==> config.mk <==
export PLATFORM = sky130hd
export DESIGN_NAME = cacheline_line_buffer_flat
export DESIGN_NICKNAME = d
export VERILOG_FILES = /design/src/rtl/cacheline_line_buffer_if.sv /design/src/rtl/cacheline_line_buffer.sv /design/src/flat_wrapper.sv
export SDC_FILE = /design/constraint.sdc
export NUM_CORES = 1
export LEC_CHECK = 0
export BUFFER_PORTS_ARGS = -buffer_cell sky130_fd_sc_hd__buf_2
export CAP_MARGIN = 20
export CORE_AREA = 4 4 275 277
export DETAILED_ROUTE_END_ITERATION = 7
export DIE_AREA = 0 0 279 281
export PLACE_DENSITY = 0.55
export SKIP_LAST_GASP = 1
export SLEW_MARGIN = 20
export SYNTH_ARGS = -nofsm -noshare
export SYNTH_HDL_FRONTEND = slang
export SYNTH_SLANG_ARGS = --single-unit
==> constraint.sdc <==
create_clock -name clk -period 10.3 [get_ports clk]
set_input_delay 2.06 -clock clk [delete_from_list [all_inputs] [get_ports clk]]
set_output_delay 2.06 -clock clk [all_outputs]
set_load 0.02 [all_outputs]
==> src/rtl/cacheline_line_buffer_if.sv <==
// Signal bundle between the LLC controller, the line buffer and the external memory port.
// The buffer connects through the slave modport; the LLC/memory environment uses master.
interface cacheline_line_buffer_if #(
  parameter int XLEN           = 32,
  parameter int CACHELINE_SIZE = 256,
  parameter int BURST_WIDTH    = 64
);
  logic                      line_read_i;
  logic                      line_write_i;
  logic [XLEN-1:0]           line_addr_i;
  logic [CACHELINE_SIZE-1:0] line_wdata_i;
  logic                      line_ready_o;
  logic [CACHELINE_SIZE-1:0] line_rdata_o;
  logic                      line_rvalid_o;
  logic                      line_wdone_o;
  logic                      mem_read_o;
  logic                      mem_write_o;
  logic [XLEN-1:0]           mem_addr_o;
  logic [BURST_WIDTH-1:0]    mem_wdata_o;
  logic                      mem_ready_i;
  logic [BURST_WIDTH-1:0]    mem_rdata_i;
  logic                      mem_rvalid_i;

  modport slave (
    input  line_read_i, line_write_i, line_addr_i, line_wdata_i,
    input  mem_ready_i, mem_rdata_i, mem_rvalid_i,
    output line_ready_o, line_rdata_o, line_rvalid_o, line_wdone_o,
    output mem_read_o, mem_write_o, mem_addr_o, mem_wdata_o
  );

  modport master (
    output line_read_i, line_write_i, line_addr_i, line_wdata_i,
    output mem_ready_i, mem_rdata_i, mem_rvalid_i,
    input  line_ready_o, line_rdata_o, line_rvalid_o, line_wdone_o,
    input  mem_read_o, mem_write_o, mem_addr_o, mem_wdata_o
  );
endinterface

==> src/rtl/cacheline_line_buffer.sv <==
// Cache-line buffer: serializes LLC writebacks into memory bursts and assembles read bursts into lines.
// Optional writeback-to-read forwarding is enabled by defining LINE_BUFFER_WRITE_FORWARD_EN.
module cacheline_line_buffer #(
  parameter int XLEN           = 32,
  parameter int CACHELINE_SIZE = 256,
  parameter int BURST_WIDTH    = 64
) (
  input logic                    clk,
  input logic                    rst,
  cacheline_line_buffer_if.slave bus
);
  localparam int BEATS = CACHELINE_SIZE / BURST_WIDTH;
  localparam int CW    = $clog2(BEATS);
  localparam logic [CW-1:0]   LAST_BEAT  = CW'(BEATS - 1);
  localparam logic [XLEN-1:0] ALIGN_MASK = {{(XLEN-5){1'b1}}, 5'b0};

  typedef enum logic [2:0] {
    LINE_IDLE,
    WAIT,
    SERIALIZE,
    DESERIALIZE,
    DESERIALIZE_DONE
  } line_buffer_state_t;

  line_buffer_state_t        state;
  logic [CW-1:0]             cnt;
  logic [XLEN-1:0]           addr;
  logic [CACHELINE_SIZE-1:0] rdata;
  logic [CACHELINE_SIZE-1:0] wbuf;
  logic [BURST_WIDTH-1:0]    wbeat;
  logic                      ready;
  logic                      mem_read;
  logic                      mem_write;
  logic                      rvalid;
  logic                      wdone;

  logic [XLEN-1:0] aligned;
  logic            accept_wr;
  logic            beat_wr;

  assign aligned   = bus.line_addr_i & ALIGN_MASK;
  assign accept_wr = (state == LINE_IDLE) && bus.line_write_i;
  assign beat_wr   = (state == SERIALIZE) && bus.mem_ready_i;

`ifdef LINE_BUFFER_WRITE_FORWARD_EN
  logic                      fwd_valid;
  logic [XLEN-1:0]           fwd_addr;
  logic [CACHELINE_SIZE-1:0] fwd_data;
  logic                      fwd_hit;

  assign fwd_hit = fwd_valid && (fwd_addr == aligned);
`endif

  // Write-side data storage: the remaining beats shift down so the next beat is always at the bottom
  always_ff @(posedge clk) begin
    if (accept_wr) begin
      wbuf <= bus.line_wdata_i >> BURST_WIDTH;
    end else if (beat_wr) begin
      wbuf <= wbuf >> BURST_WIDTH;
    end
`ifdef LINE_BUFFER_WRITE_FORWARD_EN
    if (accept_wr) begin
      fwd_addr <= aligned;
      fwd_data <= bus.line_wdata_i;
    end
`endif
  end

  // Sequencer with registered outputs; a write wins over a simultaneous read
  always_ff @(posedge clk) begin
    if (rst) begin
      state     <= LINE_IDLE;
      cnt       <= '0;
      addr      <= '0;
      rdata     <= '0;
      wbeat     <= '0;
      ready     <= 1'b1;
      mem_read  <= 1'b0;
      mem_write <= 1'b0;
      rvalid    <= 1'b0;
      wdone     <= 1'b0;
`ifdef LINE_BUFFER_WRITE_FORWARD_EN
      fwd_valid <= 1'b0;
`endif
    end else begin
      rvalid <= 1'b0;
      wdone  <= 1'b0;
      unique case (state)
        LINE_IDLE: begin
          if (bus.line_write_i) begin
            state     <= SERIALIZE;
            ready     <= 1'b0;
            mem_write <= 1'b1;
            addr      <= aligned;
            cnt       <= '0;
            wbeat     <= bus.line_wdata_i[BURST_WIDTH-1:0];
`ifdef LINE_BUFFER_WRITE_FORWARD_EN
            fwd_valid <= 1'b0;
`endif
          end else if (bus.line_read_i) begin
`ifdef LINE_BUFFER_WRITE_FORWARD_EN
            if (fwd_hit) begin
              state  <= DESERIALIZE_DONE;
              ready  <= 1'b0;
              rdata  <= fwd_data;
              rvalid <= 1'b1;
            end else begin
              state    <= WAIT;
              ready    <= 1'b0;
              mem_read <= 1'b1;
              addr     <= aligned;
            end
`else
            state    <= WAIT;
            ready    <= 1'b0;
            mem_read <= 1'b1;
            addr     <= aligned;
`endif
          end
        end
        WAIT: begin
          if (bus.mem_ready_i) begin
            state    <= DESERIALIZE;
            mem_read <= 1'b0;
            cnt      <= '0;
          end
        end
        DESERIALIZE: begin
          if (bus.mem_rvalid_i) begin
            for (int b = 0; b < BEATS; b++) begin
              if (cnt == CW'(b)) begin
                rdata[b*BURST_WIDTH +: BURST_WIDTH] <= bus.mem_rdata_i;
              end
            end
            cnt <= cnt + 1'b1;
            if (cnt == LAST_BEAT) begin
              state  <= DESERIALIZE_DONE;
              rvalid <= 1'b1;
            end
          end
        end
        DESERIALIZE_DONE: begin
          state <= LINE_IDLE;
          ready <= 1'b1;
        end
        SERIALIZE: begin
          if (bus.mem_ready_i) begin
            cnt <= cnt + 1'b1;
            if (cnt == LAST_BEAT) begin
              state     <= LINE_IDLE;
              ready     <= 1'b1;
              mem_write <= 1'b0;
              wbeat     <= '0;
              wdone     <= 1'b1;
`ifdef LINE_BUFFER_WRITE_FORWARD_EN
              fwd_valid <= 1'b1;
`endif
            end else begin
              wbeat <= wbuf[BURST_WIDTH-1:0];
            end
          end
        end
        default: begin
          state     <= LINE_IDLE;
          ready     <= 1'b1;
          mem_read  <= 1'b0;
          mem_write <= 1'b0;
        end
      endcase
    end
  end

  assign bus.line_ready_o  = ready;
  assign bus.line_rdata_o  = rdata;
  assign bus.line_rvalid_o = rvalid;
  assign bus.line_wdone_o  = wdone;
  assign bus.mem_read_o    = mem_read;
  assign bus.mem_write_o   = mem_write;
  assign bus.mem_addr_o    = addr;
  assign bus.mem_wdata_o   = wbeat;
endmodule
==> src/flat_wrapper.sv <==
// flat-port wrapper written by rule: the top's interface ports become plain ports
module cacheline_line_buffer_flat 
#(
  parameter int XLEN           = 32,
  parameter int CACHELINE_SIZE = 256,
  parameter int BURST_WIDTH    = 64
)
  (clk, rst, bus_line_read_i, bus_line_write_i, bus_line_addr_i, bus_line_wdata_i, bus_mem_ready_i, bus_mem_rdata_i, bus_mem_rvalid_i, bus_line_ready_o, bus_line_rdata_o, bus_line_rvalid_o, bus_line_wdone_o, bus_mem_read_o, bus_mem_write_o, bus_mem_addr_o, bus_mem_wdata_o);
  cacheline_line_buffer_if #(.XLEN(XLEN), .CACHELINE_SIZE(CACHELINE_SIZE), .BURST_WIDTH(BURST_WIDTH)) bus_i ();
  input logic clk;
  input logic rst;
  input wire logic [$bits(bus_i.line_read_i)-1:0] bus_line_read_i;
  input wire logic [$bits(bus_i.line_write_i)-1:0] bus_line_write_i;
  input wire logic [$bits(bus_i.line_addr_i)-1:0] bus_line_addr_i;
  input wire logic [$bits(bus_i.line_wdata_i)-1:0] bus_line_wdata_i;
  input wire logic [$bits(bus_i.mem_ready_i)-1:0] bus_mem_ready_i;
  input wire logic [$bits(bus_i.mem_rdata_i)-1:0] bus_mem_rdata_i;
  input wire logic [$bits(bus_i.mem_rvalid_i)-1:0] bus_mem_rvalid_i;
  output wire logic [$bits(bus_i.line_ready_o)-1:0] bus_line_ready_o;
  output wire logic [$bits(bus_i.line_rdata_o)-1:0] bus_line_rdata_o;
  output wire logic [$bits(bus_i.line_rvalid_o)-1:0] bus_line_rvalid_o;
  output wire logic [$bits(bus_i.line_wdone_o)-1:0] bus_line_wdone_o;
  output wire logic [$bits(bus_i.mem_read_o)-1:0] bus_mem_read_o;
  output wire logic [$bits(bus_i.mem_write_o)-1:0] bus_mem_write_o;
  output wire logic [$bits(bus_i.mem_addr_o)-1:0] bus_mem_addr_o;
  output wire logic [$bits(bus_i.mem_wdata_o)-1:0] bus_mem_wdata_o;
  assign bus_i.line_read_i = bus_line_read_i;
  assign bus_i.line_write_i = bus_line_write_i;
  assign bus_i.line_addr_i = bus_line_addr_i;
  assign bus_i.line_wdata_i = bus_line_wdata_i;
  assign bus_i.mem_ready_i = bus_mem_ready_i;
  assign bus_i.mem_rdata_i = bus_mem_rdata_i;
  assign bus_i.mem_rvalid_i = bus_mem_rvalid_i;
  assign bus_line_ready_o = bus_i.line_ready_o;
  assign bus_line_rdata_o = bus_i.line_rdata_o;
  assign bus_line_rvalid_o = bus_i.line_rvalid_o;
  assign bus_line_wdone_o = bus_i.line_wdone_o;
  assign bus_mem_read_o = bus_i.mem_read_o;
  assign bus_mem_write_o = bus_i.mem_write_o;
  assign bus_mem_addr_o = bus_i.mem_addr_o;
  assign bus_mem_wdata_o = bus_i.mem_wdata_o;
  cacheline_line_buffer #(.XLEN(XLEN), .CACHELINE_SIZE(CACHELINE_SIZE), .BURST_WIDTH(BURST_WIDTH)) u_core (.clk(clk), .rst(rst), .bus(bus_i));
endmodule
==> metrics.csv <==
stage,metric,value,unit
setup_path,path_class,input port to flop,
logic_synthesis,synth_top_family_by_area,simple AND/OR/NAND/NOR gates,
min_path,hp-start,u_core.bus.line_rdata_o[239],
status,status,"finished, final reports clean",
setup_path,required,10.51,ns
sta,period_share,0.397,
die,num_rows,99,
sta,hold_viol,0,
grt,grt_pass1_vias,17200,
grt,grt_use_met2,0.285,
setup_path,cp_slowest_cell,buf_4,
sta,fin_setup_tns,0,ns
logic_synthesis,synth_flop_cell,dfxtp_1,
power_and_ir_drop,vdd_drop_max,0.000161,V
sta,finClkSkew,0.0255,ns
min_path,min_path_type,flop to flop,
logic_synthesis,synthAdderAreaFrac,0.00235,
setup_path,cpPeakStageDelay,0.84,ns
sta,rsz0062_at_grt,false,
logic_synthesis,synth.avg_cell_area,10.6,sq um
sta,setup_viol,0,
cts,cts_made_buffers,66,
logic_synthesis,synth_cells,2006,
run,cap_viol_max_count,0,
cts,cts.clk_slew.worst_paths,0.06,ns
logic_synthesis,netlist-cell-type-count,43,
setup_path,end_kind,flop,
setup_path,startpoint_type,input port,
setup_path,worstPathMaxFanout,124,
logic_synthesis,synth_edf_count,192,
place,gp_congestion,0.857,
cts,root_buffer,clkbuf_16,
cts,cts_hold_buf,0,
logic_synthesis,synthArstFlopShare,0,
finish,drive_above_1_share,0.398,
die,start_util,0.292,
route,via_count,17100,
logic_synthesis,yosys-top-cells-area,"dfxtp_1, edfxtp_1, nand2_1",
setup_path,r2r-start,u_core.state[1],
place,portBuffers,704,
route,viasPerCell,4.65,
logic_synthesis,yosys-top-cells-count,"nand2_1, dfxtp_1, a21oi_1",
sta,slew_headroom,0.329,
route,first_pass_iters,5,
die,die_width,279,um
logic_synthesis,yosysSeqAreaShare,0.607,
logic_synthesis,yosysTopAreaCell,dfxtp_1,
logic_synthesis,synthSimpleGateAreaFrac,0.169,
grt,grt_max_degree,194,
route,final_antenna_net_count,0,
die,die_area,0.0784,sq mm
grt,antenna_found_initial,34,
setup_path,cp-startpoint,bus_mem_ready_i,
logic_synthesis,ys_warn_count,0,
finish,fin_nets,3006,
sta,worstMarginPinSlew,1.01,ns
grt,grt_overflow,0,
logic_synthesis,synth_top_area_frac,0.336,
route,drc,0,
place,place_hpwl,46900,um
setup_path,crit_arrival,4.29,ns
power_and_ir_drop,power_density,197,mW/mm^2
logic_synthesis,synth_seq_cells,549,
cts,cts_setup_buffers,0,
sta,max_freq,0.245,GHz
route,drt_iter0_drc,871,
grt,grt_util_all_layers,0.167,
cts,ctsResizeCount,0,
setup_path,crit_chain,buf_2 -> mux2i_1 -> or2_4 -> inv_8 -> buf_4,
sta,finalMaxSlewViolations,0,
grt,use_met3,0.0679,
die,fp.coreArea,0.0728,sq mm
logic_synthesis,synth_compound_area_frac,0.115,
grt,grt_util_met1,0.185,
cts,clock-sinks,549,
power_and_ir_drop,leakage,11.3,nW
route,wire_per_inst,19.0,um
cts,clock_path_buffers,3,
route,wl,69600,um
finish,syn2layout_area_growth,30.3,%
cts,ctsHtreeMaxLevel,3,
logic_synthesis,syn_area,0.0213,sq mm
die,die_h,281,um
die,ioPinCount,715,
grt,grt.busiest_layer,met2,
finish,post-route-util,0.381,
logic_synthesis,muxShareOfSynthArea,0.0687,
logic_synthesis,yosysMostFrequentCell,nand2_1,
sta,finalCriticalPeriod,4.09,ns
grt,grt_pass1_wl,102000,um
cts,clk_latency,0.60,ns
cts,cts_tree,done,
logic_synthesis,synth-xor-area-share,0,
## per-layer routing
layer  share of wire  vias up
met2            0.48      661
li1                -     8174
met4           0.041       32
met5          0.0030        -
met3           0.099      183
met1            0.38     8019
## path summary, 6_finish.rpt
check,to,slack [ns],depth (start not counted)
hold / removal,u_core.bus.line_rdata_o[239],0.45,2
hold reg to reg,u_core.bus.line_rdata_o[239],0.45,2
setup / recovery,u_core.wbuf[181],6.21,5
setup reg to reg,u_core.bus.mem_wdata_o[60],6.96,5
## metrics by stage
stage / worst slack (ns) / std cells / area [sq um] / total power [mW] / hold WS, ns
global placement: 5.48 / 3534 / 25400 / 3.12 / 0.438
floorplan: 1.81 / 2010 / 21300 / 2.93 / 0.479
global route: 5.95 / 3664 / 27700 / 5.69 / 0.466
finish: 6.21 / 3672 / 27700 / 5.47 / 0.450
detailed placement: 5.47 / 3534 / 25400 / 3.14 / 0.443
CTS: 6.12 / 3655 / 27600 / 5.55 / 0.452
## report_power, final
part | total, mW | internal (mW) | switching [mW]
Sequential | 2.49 | 2.43 | 0.0617
Combinational | 0.597 | 0.233 | 0.364
Clock | 2.39 | 1.44 | 0.942
Total | 5.47 | 4.10 | 1.37
## cell usage in the layout, fill, tap and decap left out, types with 3 or more instances in the layout
cell type,count
a21oi_1,286
a221oi_1,4
a221oi_2,60
and2_1,64
and2_2,4
buf_2,703
buf_4,15
bufinv_16,6
clkbuf_1,20
clkbuf_16,69
clkbuf_8,7
clkinv_1,3
clkinv_2,7
conb_1,5
dfxtp_1,357
diode_2,16
edfxtp_1,192
ha_1,4
inv_1,4
mux2_2,128
nand2_1,570
nand2_2,4
nor2_1,71
nor3_1,18
nor3_2,50
o21ai_0,3
## critical path: cells and delay by family
kind / cells / cell delay, ns
buffers and inverters: 3 / 1.56
muxes: 1 / 0.11
and+or+nand+nor: 1 / 0.43
## cells by family (layout without fill, tap and decap cells)
kind of cell | Yosys count | count (layout)
adder cells (fa/ha/maj) | 4 | 4
other | 1 | 21
AO/OA/AOI/OAI | 362 | 362
flip-flops | 549 | 549
multiplexers | 130 | 130
AND/OR/NAND/NOR | 799 | 799
buffers and inverters | 161 | 848
## registers in the layout (all words and copies together) (netlist names), 2 cells and up
register and count:
u_core.bus.mem_wdata_o 64, u_core.bus.mem_addr_o 27, u_core.cnt 2, u_core.wbuf 192
u_core.state 3, u_core.bus.line_rdata_o 256
## layout make-up
type,instances,area (sq um)
Timing Repair Buffer,722,3710
Inverter,5,26.3
Sequential cell,549,12900
Multi-Input combinational cell,1300,7590
Antenna cell,16,40.0
Clock inverter,25,333
Fill cell,7285,45100
Clock buffer,96,1900
Tap cell,959,1200
Power figures use the tool's default switching activity.
